File: src/rtl/serial_word_comparator.sv
// serial_word_comparator
//   Purpose : bit-serial magnitude comparator sequencer. It feeds a one-bit
//             comparator cell MSB-first, then folds the cell's per-bit
//             verdicts into a word verdict {gt, eq, lt}.
//   Latency : res_valid rises WIDTH edges after the accepting edge. With
//             SERIAL_CMP_EARLY_EXIT_EN defined, it rises (index from MSB of
//             the first differing bit)+1 edges after that edge; all-equal
//             operands still take WIDTH edges.
//   Backpressure: one comparison in flight. in_ready is high only in IDLE,
//             and in_valid seen while in_ready is low is dropped, not queued.
//             The result is held stable while res_valid && !res_ready.
//
// Optional feature macro: SERIAL_CMP_EARLY_EXIT_EN (early exit on first decision).
//
// Ports:
//   clk, rst            clock (rising edge), asynchronous active-high reset
//   in_valid/in_ready   operand handshake; in_a, in_b are WIDTH-bit operands
//   bit_a, bit_b        current MSB-first bit pair to the one-bit cell (0 outside SHIFT)
//   cmp_y               cell verdict [2]=A>B [1]=A==B [0]=A<B, sampled each SHIFT edge
//   res_valid/res_ready result handshake
//   res_y               word verdict (same encoding), 3'b000 when an error was seen
//   res_err             a non-one-hot cmp_y was sampled during this comparison
`timescale 1ns/1ps

module serial_word_comparator #(
  parameter int WIDTH = 8
) (
  input  logic             clk,
  input  logic             rst,
  input  logic             in_valid,
  output logic             in_ready,
  input  logic [WIDTH-1:0] in_a,
  input  logic [WIDTH-1:0] in_b,
  output logic             bit_a,
  output logic             bit_b,
  input  logic [2:0]       cmp_y,
  output logic             res_valid,
  input  logic             res_ready,
  output logic [2:0]       res_y,
  output logic             res_err
);

  // Bit counter only has to hold WIDTH-1.
  localparam int CW = (WIDTH > 2) ? $clog2(WIDTH) : 1;

  localparam logic [2:0] VERDICT_GT = 3'b100;
  localparam logic [2:0] VERDICT_EQ = 3'b010;
  localparam logic [2:0] VERDICT_LT = 3'b001;

  generate
    if (WIDTH < 2 || WIDTH > 32) begin : g_width_check
      $error("serial_word_comparator: WIDTH must be in 2..32");
    end
  endgenerate

  typedef enum logic [1:0] {
    S_IDLE  = 2'd0,
    S_SHIFT = 2'd1,
    S_DONE  = 2'd2
  } state_t;

  state_t           r_state;
  state_t           w_state_nxt;

  logic [WIDTH-1:0] r_sh_a;
  logic [WIDTH-1:0] r_sh_b;
  logic [CW-1:0]    r_cnt;
  logic [2:0]       r_dec;
  logic             r_decided;
  logic             r_err;

  logic             w_accept;
  logic             w_decisive;
  logic             w_onehot;
  logic             w_last_bit;
  logic             w_early;

  // ---------------------------------------------------------------------------
  // Verdict classification of the cell output sampled this edge.
  // ---------------------------------------------------------------------------
  assign w_decisive = (cmp_y == VERDICT_GT) || (cmp_y == VERDICT_LT);
  assign w_onehot   = w_decisive || (cmp_y == VERDICT_EQ);
  assign w_last_bit = (r_cnt == '0);
  assign w_accept   = (r_state == S_IDLE) && in_valid;

`ifdef SERIAL_CMP_EARLY_EXIT_EN
  // Only the first decisive bit ends the walk; a corrupt verdict never does.
  assign w_early = !r_decided && w_decisive;
`else
  assign w_early = 1'b0;
`endif

  // ---------------------------------------------------------------------------
  // State register
  // ---------------------------------------------------------------------------
  always_ff @(posedge clk or posedge rst) begin
    if (rst) begin
      r_state <= S_IDLE;
    end else begin
      r_state <= w_state_nxt;
    end
  end

  // ---------------------------------------------------------------------------
  // Next state and outputs. Every output is a function of registered state
  // only, so bit_a/bit_b -> cell -> cmp_y never closes a combinational loop.
  // ---------------------------------------------------------------------------
  always_comb begin
    w_state_nxt = r_state;
    in_ready    = 1'b0;
    res_valid   = 1'b0;
    res_y       = 3'b000;
    res_err     = 1'b0;
    bit_a       = 1'b0;
    bit_b       = 1'b0;

    unique case (r_state)
      S_IDLE: begin
        in_ready = 1'b1;
        if (in_valid) begin
          w_state_nxt = S_SHIFT;
        end
      end

      S_SHIFT: begin
        bit_a = r_sh_a[WIDTH-1];
        bit_b = r_sh_b[WIDTH-1];
        if (w_last_bit || w_early) begin
          w_state_nxt = S_DONE;
        end
      end

      S_DONE: begin
        res_valid = 1'b1;
        // A corrupted walk cannot be trusted, so no verdict bit is asserted.
        res_y     = r_err ? 3'b000 : r_dec;
        res_err   = r_err;
        if (res_ready) begin
          w_state_nxt = S_IDLE;
        end
      end

      default: begin
        w_state_nxt = S_IDLE;
      end
    endcase
  end

  // ---------------------------------------------------------------------------
  // Datapath: operand shifters, bit counter, decision and sticky error.
  // ---------------------------------------------------------------------------
  always_ff @(posedge clk or posedge rst) begin
    if (rst) begin
      r_sh_a    <= '0;
      r_sh_b    <= '0;
      r_cnt     <= '0;
      r_dec     <= VERDICT_EQ;
      r_decided <= 1'b0;
      r_err     <= 1'b0;
    end else begin
      if (w_accept) begin
        r_sh_a    <= in_a;
        r_sh_b    <= in_b;
        r_cnt     <= CW'(WIDTH - 1);
        r_dec     <= VERDICT_EQ;
        r_decided <= 1'b0;
        r_err     <= 1'b0;
      end else if (r_state == S_SHIFT) begin
        r_sh_a <= {r_sh_a[WIDTH-2:0], 1'b0};
        r_sh_b <= {r_sh_b[WIDTH-2:0], 1'b0};
        r_cnt  <= r_cnt - CW'(1);

        // The first differing bit from the MSB owns the verdict; later
        // bits cannot overturn it.
        if (!r_decided && w_decisive) begin
          r_dec     <= cmp_y;
          r_decided <= 1'b1;
        end

        if (!w_onehot) begin
          r_err <= 1'b1;
        end
      end
    end
  end

  // ---------------------------------------------------------------------------
  // Handshake invariants
  // ---------------------------------------------------------------------------
  a_no_overlap : assert property (@(posedge clk) disable iff (rst)
    !(in_ready && res_valid));

  a_result_held : assert property (@(posedge clk) disable iff (rst)
    (res_valid && !res_ready) |=> (res_valid && $stable(res_y) && $stable(res_err)));

endmodule

File: config.mk
export PLATFORM = sky130hd
export DESIGN_NAME = serial_word_comparator
export DESIGN_NICKNAME = d
export VERILOG_FILES = /design/src/rtl/serial_word_comparator.sv
export SDC_FILE = /design/constraint.sdc
export NUM_CORES = 1
export LEC_CHECK = 0
export BUFFER_PORTS_ARGS = -buffer_cell sky130_fd_sc_hd__buf_4
export CAP_MARGIN = 20
export CORE_ASPECT_RATIO = 0.5
export CORE_MARGIN = 2
export CORE_UTILIZATION = 40
export CTS_CLUSTER_DIAMETER = 40
export CTS_CLUSTER_SIZE = 30
export DETAILED_ROUTE_END_ITERATION = 8
export GPL_ROUTABILITY_DRIVEN = 0
export HOLD_SLACK_MARGIN = 0.05
export PLACE_DENSITY = 0.68
export SLEW_MARGIN = 0
export SYNTH_ARGS = -nofsm -noshare
export SYNTH_HDL_FRONTEND = slang
export SYNTH_SLANG_ARGS = --single-unit
File: constraint.sdc
create_clock -name clk -period 1.8 [get_ports clk]
set_clock_uncertainty 0.15 [all_clocks]
set_input_delay 0.09 -clock clk [delete_from_list [all_inputs] [get_ports clk]]
set_output_delay 0.09 -clock clk [all_outputs]
set_load 0.01 [all_outputs]
==> reports/metrics.yaml, run 1 <==
cells_and_area:
  fill_cells: 255
  drive_above_1_share_pct: 24.2
  instances_no_fill: 218
  fin_util_pct: 59.3
  diodes: 0
  final_area_um2: 1740
  synthToLayoutAreaGrowth_pct: 43.9
  multiInputGateArea_um2: 499
  seqCellArea_um2: 652
  layout.nets: 204
yosys:
  synthXorXnorAreaFrac_pct: 2.17
  synth_warnings: 0
  yosysTopAreaCellShare_pct: 51.6
  synthSimpleGateAreaFrac_pct: 22.3
  ys_seq_elements: 26
  netlist_area_um2: 1210
  synth.largest_area_cell: "dfrtp_1"
  synth-edff-count: 0
  synth_most_common_cell: "nand2_1"
  ys_seq_area_share_pct: 53.8
  synth_adder_area_share_pct: 2.06
  synth_common_cells: "37 x nand2_1, 25 x dfrtp_1, 14 x a22oi_1, 6 x inv_1, 5 x and2_1"
  synth_ff_type: "dfrtp_1"
  syn_nets: 149
  synth_top_family_by_area: "simple AND/OR/NAND/NOR gates"
  synthTopCellsByArea: "dfrtp_1 52%, nand2_1 11%, a22oi_1 8.7%, and2_1 2.6%, dfstp_2 2.2%"
  synth_cell_types: 28
  synth.avg_cell_area_um2: 9.78
  synth_compound_area_share_pct: 14.3
  synth_cells: 124
  synthArstFlopShare_pct: 100
  synth_mux_area_share_pct: 0
die:
  std_cell_rows: 14
  start_util_pct: 41.2
  die_w_um: 81.9
  dieArea_um2: 3510
  die_h_um: 42.9
  ios: 31
  core_area_um2: 2940
grt:
  grt_max_degree: 27
  grt_pass1_vias: 971
  antenna_found_initial: 0
  grt-ovfl-total: 0
  grtUsageTotal_pct: 16.6
  grt_pass1_wl_mm: 4.46
timing:
  timing.fmax_ghz: 0.570
  fin_tns_setup_ns: 0
  fin_crit_ns: 1.75
  slew_headroom_pct: 60.3
  rsz0062_at_grt: "no"
  finalCritPeriodShare_pct: 97.5
  drv_slew: 0
  hold_viol: 0
  worstMarginPinSlew_ns: 0.596
  setup_viol: 0
worst_setup_path:
  crit_arrival_ns: 1.77
  r2r_end: "r_err"
  worstSetupStartpointType: "flip-flop"
  r2r_cells: 3
  rrSetupSlack_ns: 0.05
  crit-reg2reg-launch: "r_err"
  cp.required_ns: 1.81
  path_max_fanout: 6
  critical_path_class: "flip-flop to flip-flop"
  end_kind: "flip-flop"
route:
  routedWlPerCell_um: 12.1
  drtIter0Drc: 87
  via_per_inst: 4.78
  ant_nets: 0
  route.vias.total: 1041
  wirelength_mm: 2.65
  first_pass_iters: 4
  drc: 0
hold_path:
  hp-class: "input port to flip-flop"
  hp-start: "cmp_y[0]"
  hold-path-cell-count: 4
  min_to: "r_dec[2]"
clock_tree:
  path_clk_slew_ns: 0.09
  cts_inserted_buffers: 3
  clock_sinks: 26
  cts_root_buf: "clkbuf_8"
  clk_path_buf_depth: 2
  insertion_delay_ns: 0.27
  htree_levels: 1
  cts_tree: "done"
place:
  dpl.cell_count: 193
  portBuffers: 30
  dp_hpwl_mm: 1.78
  placed_area_um2: 1480
status:
  status: "completed"
power_and_ir_drop:
  ir_drop_mv: 0.600
  power.leakage_nw: 0.894
  p_per_area_nw_per_um2: 1350
run:
  cap_violations: 0
==> what timing repair did <==
action                                 CTS  global route
gates resized for setup                  0             1
setup buffers                            0             0
hold buffers                            21             0
setup endpoints to repair                0            14
endpoints found under the hold margin   46             0
==> where the power goes <==
part / switching, mW / total [mW] / internal (mW)
registers: 0.164 / 1.01 / 0.846
clock network: 0.183 / 0.379 / 0.196
logic: 0.517 / 0.966 / 0.450
==> sequential cells by signal (all words and copies together) (netlist names) <==
register and flops:
r_sh_a 8, r_cnt 3, r_dec 3, r_state 2
r_err 1, r_sh_b 8, r_decided 1
==> cells by family after synthesis <==
kind of cell	after synthesis
DFF	26
buffers and inverters	11
AOI/OAI and AO/OA	24
and+or+nand+nor	58
adders and majority gates	2
xor gates and xnor gates	3
==> worst max path at each step <==
stage,end,startpoint,cells after the start,slack (ns)
after global placement,r_sh_a[3],r_state[0],3,0.11
after floorplan,r_sh_a[0],r_state[1],4,0.45
after CTS,r_sh_a[5],r_state[0],3,0.09
after global routing,r_err,r_err,3,0.001
final,r_err,r_err,3,0.05
after detailed placement,r_sh_b[2],r_state[0],3,0.11
==> stage by stage <==
stage | hold WS (ns) | power (mW) | worst slack (ns)
after floorplan | -0.0207 | 1.68 | 0.446
after global placement | 0.0186 | 1.90 | 0.106
after detailed placement | 0.0243 | 1.95 | 0.109
after CTS | 0.0550 | 2.36 | 0.0856
after global routing | 0.0850 | 2.56 | 0.00112
final | 0.0721 | 2.36 | 0.0456
==> layer usage <==
| layer | GRT usage, % | vias to the layer above | wire [µm] |
|---|---|---|---|
| li1 | - | 529 | - |
| met1 | 24.3 | 489 | 1310 |
| met2 | 23.9 | 21 | 1200 |
| met3 | 4.04 | 2 | 116 |
| met4 | 5.67 | 0 | 16 |
| met5 | 0 | - | 0 |
==> worst max-delay path: stages (launching register included) <==
cell and delay (ns):
dfrtp_1 0.46, nor4b_1 0.39, dlygate4sd3_1 0.60, nor3_1 0.05
==> placed cells by master (no fill, tap or decap), drive strengths merged <==
master	count
nor3	3
and2	5
and3	1
clkbuf	4
nand2	37
inv	6
nand4	1
o21a	1
ha	2
or3b	1
nand3	2
a22oi	14
nor2	3
dfstp	1
xnor2	2
buf	34
o21ai	5
o211a	1
nor4b	1
o211ai	2
nor2b	1
dlygate4sd3	21
nand2b	2
o21bai	1
dfrtp	25
xor2	1
nor3b	1
==> area by class of cell <==
class,instances,share of cell area [%]
well taps,40,2.87
flip-flops and latches,26,37.4
repair buffers,55,26.7
multi-input cells,87,28.6
clock buffers,4,3.16
inverters,6,1.29
Note: power is estimated with default switching activity, not from simulation.
==> inputs of run 2 (changes only) <==
- CTS_CLUSTER_SIZE: 30 -> 12
- HOLD_SLACK_MARGIN: 0.05 -> 0.1
==> run 2 against run 1 <==
Critical path depth did not move; flip-flop and latch count did not move; fmax rose by 3.5%; clock-buffer cell count did not move; final cell count rose by 0.46%; combinational power barely moved; via count rose by 2.4%; first-iteration DRC count fell by 38%; routed wire length rose by 2.6%; core utilization rose by 0.34 points; critical path type unchanged; largest cell class unchanged.
==> reports/metrics.yaml, run 2 (synthesis results as in run 1) <==
worst_setup_path:
  path_depth: 3
  worstSetupStartpointType: "flip-flop"
  crit_buf_inv: 1
  end_kind: "flip-flop"
  rrSetupSlack_ns: 0.11
  cp_cell_sequence: "nor4b_1 -> dlygate4sd3_1 -> nor3_1"
  crit-reg2reg-launch: "r_err"
  r2r_cells: 3
  crit_arrival_ns: 1.71
  endpoint: "r_err"
  cp_top_family: "buffers and inverters"
  cp.required_ns: 1.81
  max_stage_delay_ns: 0.59
  critPathSlowestCell: "dlygate4sd3_1"
  critical_path_class: "flip-flop to flip-flop"
  r2r_end: "r_err"
  startpoint: "r_err"
  path_max_fanout: 6
route:
  via_per_inst: 4.87
  route.vias.total: 1066
  first_pass_iters: 4
  routedWlPerCell_um: 12.4
  ant_nets: 0
  drtIter0Drc: 54
  wirelength_mm: 2.72
  drc: 0
status:
  status: "completed"
grt:
  antenna_found_initial: 0
  grtUsageTotal_pct: 17.1
  grt_pass1_vias: 990
  grt_pass1_wl_mm: 4.56
  grt_max_degree: 27
  grt-ovfl-total: 0
clock_tree:
  cts_setup_buffers: 0
  cts_tree: "done"
  cts_root_buf: "clkbuf_8"
  clk_path_buf_depth: 2
  cts_inserted_buffers: 3
  clock_sinks: 26
  insertion_delay_ns: 0.27
  path_clk_slew_ns: 0.09
  htree_levels: 1
timing:
  hold_viol: 0
  rsz0062_at_grt: "no"
  timing.fmax_ghz: 0.590
  slew_headroom_pct: 60.9
  fin_crit_ns: 1.69
  finalCritPeriodShare_pct: 94.2
  whs_ns: 0.149
  worstMarginPinSlew_ns: 0.586
  setup_viol: 0
  drv_slew: 0
  fin_tns_setup_ns: 0
die:
  ios: 31
  die_w_um: 81.9
  dieArea_um2: 3510
  std_cell_rows: 14
  start_util_pct: 41.2
  die_h_um: 42.9
  core_area_um2: 2940
place:
  portBuffers: 30
  dp_hpwl_mm: 1.78
cells_and_area:
  mostFrequentLayoutCells: "37 x nand2_1, 34 x buf_4, 25 x dfrtp_1"
  synthToLayoutAreaGrowth_pct: 44.7
  drive_above_1_share_pct: 24.0
  diodes: 0
  layout.nets: 205
  final_common_cell: "nand2_1"
  top_regs: "r_sh_a: 8 flops, r_sh_b: 8 flops"
power_and_ir_drop:
  p_per_area_nw_per_um2: 1340
  power.leakage_nw: 0.899
  ir_drop_mv: 0.604
hold_path:
  hp-class: "input port to flip-flop"
run:
  cap_violations: 0
-- run 2: cell count changes in the layout (fill, tap and decap cells not counted) --
cell / delta
dlygate4sd3_1: +1
-- run 2: power breakdown --
part           switching, mW  leakage [nW]  total (mW)  internal (mW)
Sequential             0.162         0.325        1.01          0.846
Combinational          0.516         0.545       0.967          0.451
Clock                  0.185        0.0288       0.381          0.196
Total                  0.863         0.899        2.36           1.49
-- run 2: layer usage --
| layer | vias up | wire length, µm | global-route usage, % |
|---|---|---|---|
| li1 | 532 | - | - |
| met1 | 495 | 1260 | 24.3 |
| met2 | 33 | 1210 | 25.4 |
| met3 | 6 | 162 | 4.04 |
| met4 | 0 | 76 | 6.67 |
| met5 | - | 0 | 0 |
-- run 2: area by class of cell --
class / instances / area, µm²
Inverter: 6 / 22.5
Fill cell: 257 / 1190
Tap cell: 40 / 50.0
Timing Repair Buffer: 56 / 475
Multi-Input combinational cell: 87 / 499
Sequential cell: 26 / 652
Clock buffer: 4 / 55.1
-- run 2: worst min path at each step --
| stage | slack (ns) | to | depth (start not counted) | startpoint |
|---|---|---|---|---|
| floorplan | -0.02 | r_cnt[0] | 1 | rst |
| global placement | 0.02 | r_cnt[1] | 3 | rst |
| detailed placement | 0.02 | r_cnt[1] | 3 | rst |
| CTS | 0.27 | r_sh_b[0] | 5 | in_valid |
| global route | 0.19 | r_sh_a[6] | 4 | in_valid |
| finish | 0.15 | r_sh_b[6] | 4 | in_valid |
-- run 2: per-stage QoR --
step | area [µm²] | setup WS (ns) | cells | utilization, % | total power, mW
final | 1750 | 0.105 | 219 | 59.6 | 2.36
after global routing | 1750 | 0.00826 | 219 | 59.6 | 2.57
after CTS | 1750 | 0.0856 | 219 | 59.5 | 2.37
after detailed placement | 1480 | 0.109 | 193 | 50.1 | 1.95
after global placement | 1480 | 0.106 | 193 | 50.1 | 1.90
after floorplan | 1210 | 0.446 | 124 | - | 1.68
-- run 2: repair_timing --
item                                    in CTS  in global routing
endpoints found under the setup margin       0                 14
hold buffers                                22                  0
resized for setup                            0                  1
hold endpoints to repair                    46                  0
-- run 2: worst min-delay path: cells and delay by family --
kind / cells / cell delay, ns
buf+inv: 1 / 0.10
simple gates: 2 / 0.16
compound gates: 1 / 0.19
==> inputs of run 3 (changes only) <==
- CTS_BUF_LIST: not set -> sky130_fd_sc_hd__clkbuf_8
- MAX_ROUTING_LAYER: not set -> met4
==> run 3 against run 2 <==
Design area is the same; clock-buffer cell count is the same; via count shrank 0.38%; total power is essentially flat; flip-flop and latch count is the same; fmax grew 0.15%; worst hold slack gained 0.00071 ns; setup slack gained 0.0025 ns; critical endpoint unchanged; core utilization is the same.
==> reports/metrics.yaml, run 3 (synthesis results as in run 1) <==
worst_setup_path:
  path_max_fanout: 6
  cp.required_ns: 1.81
  worstSetupStartpointType: "flip-flop"
  crit_buf_inv: 1
  cp_cell_sequence: "nor4b_1 -> dlygate4sd3_1 -> nor3_1"
  end_kind: "flip-flop"
  critPathSlowestCell: "dlygate4sd3_1"
  critical_path_class: "flip-flop to flip-flop"
  crit_arrival_ns: 1.70
  rrSetupSlack_ns: 0.11
  cp_top_family: "buffers and inverters"
  max_stage_delay_ns: 0.59
route:
  drtIter0Drc: 79
  route.vias.total: 1062
  wirelength_mm: 2.71
  drc: 0
  via_per_inst: 4.85
  ant_nets: 0
  routedWlPerCell_um: 12.4
  first_pass_iters: 4
grt:
  grt_pass1_wl_mm: 4.57
  grtUsageTotal_pct: 17.6
  antenna_found_initial: 0
  grt-ovfl-total: 0
  grt_max_degree: 27
  grt_pass1_vias: 989
timing:
  drv_slew: 0
  fin_tns_setup_ns: 0
  slew_headroom_pct: 60.8
  fin_crit_ns: 1.69
  timing.fmax_ghz: 0.591
  worstMarginPinSlew_ns: 0.587
  finalCritPeriodShare_pct: 94.0
  rsz0062_at_grt: "no"
  whs_ns: 0.150
  setup_viol: 0
  hold_viol: 0
power_and_ir_drop:
  total_power_mw: 2.36
  p_clk_share_pct: 16.1
  p_per_area_nw_per_um2: 1340
  pwr-share-seq_pct: 42.8
  power.share.combinational_pct: 41.1
  intPower_mw: 1.49
  ir_drop_mv: 0.605
  power_switching_uw: 863
  power.leakage_nw: 0.899
  switching_share_pct: 36.6
place:
  dp_hpwl_mm: 1.78
  placed_area_um2: 1480
  portBuffers: 30
run:
  cap_violations: 0
clock_tree:
  cts_inserted_buffers: 3
  clock_sinks: 26
  cts_tree: "done"
  path_clk_slew_ns: 0.09
  clk_path_buf_depth: 2
  cts_setup_buffers: 0
  htree_levels: 1
  cts_root_buf: "clkbuf_8"
  insertion_delay_ns: 0.27
die:
  std_cell_rows: 14
  core_area_um2: 2940
  die_h_um: 42.9
  dieArea_um2: 3510
  ios: 31
  start_util_pct: 41.2
  die_w_um: 81.9
cells_and_area:
  top_regs: "r_sh_a: 8 flops, r_sh_b: 8 flops"
  layout.nets: 205
  diodes: 0
  drive_above_1_share_pct: 24.0
  mostFrequentLayoutCells: "37 x nand2_1, 34 x buf_4, 25 x dfrtp_1"
  synthToLayoutAreaGrowth_pct: 44.7
  fill_cells: 257
  final_common_cell: "nand2_1"
  final_area_um2: 1750
status:
  status: "completed"
hold_path:
  hp-class: "input port to flip-flop"
run 3: power by group through the flow:
stage | registers (mW) | logic [mW] | clock network [mW]
CTS | 1.01 | 0.971 | 0.389
detailed placement | 1.02 | 0.929 | 0
global placement | 1.00 | 0.900 | 0
floorplan | 0.975 | 0.700 | 0
global route | 1.04 | 1.11 | 0.413
finish | 1.01 | 0.968 | 0.379
run 3: path summary, 6_finish.rpt:
check | from | to | cells past startpoint
worst max-delay path | r_err | r_err | 3
worst min-delay path | in_valid | r_sh_b[6] | 4
worst max register to register | r_err | r_err | 3
worst min register to register | r_sh_a[7] | r_sh_a[7] | 2
max in group asynchronous | rst | r_dec[1] | 4
min in group asynchronous | rst | r_sh_a[0] | 4
run 3: tightest hold or removal path: cells and delay by family:
kind	cells	cell delay [ns]
AO/OA/AOI/OAI	1	0.19
buffers and inverters	1	0.10
AND/OR/NAND/NOR	2	0.16
run 3: metrics by stage:
step	setup slack [ns]	cells	util, %
after global placement	0.106	193	50.1
after floorplan	0.446	124	-
after CTS	0.0856	219	59.5
after detailed placement	0.109	193	50.1
after global routing	0.00817	219	59.6
final	0.108	219	59.6
run 3: routing by layer:
| metal | wire, µm | global-route usage (%) | vias up |
|---|---|---|---|
| li1 | - | - | 531 |
| met1 | 1280 | 24.4 | 498 |
| met2 | 1200 | 25.2 | 27 |
| met3 | 153 | 4.04 | 6 |
| met4 | 76 | 6.67 | 0 |
| met5 | 0 | - | - |
run 3: area by class of cell:
type                       count  area, µm²  area share, %
sequential                    26        652           37.2
multi-input combinational     87        499           28.5
timing repair buffer          56        475           27.1
clock buffer                   4       55.1           3.14
tap                           40       50.0           2.85
inverter                       6       22.5           1.28
run 3: timing repair:
action | CTS | global route
setup endpoints to repair | 0 | 14
resized for setup | 0 | 1
endpoints found under the hold margin | 46 | 0
hold buffers | 22 | 0
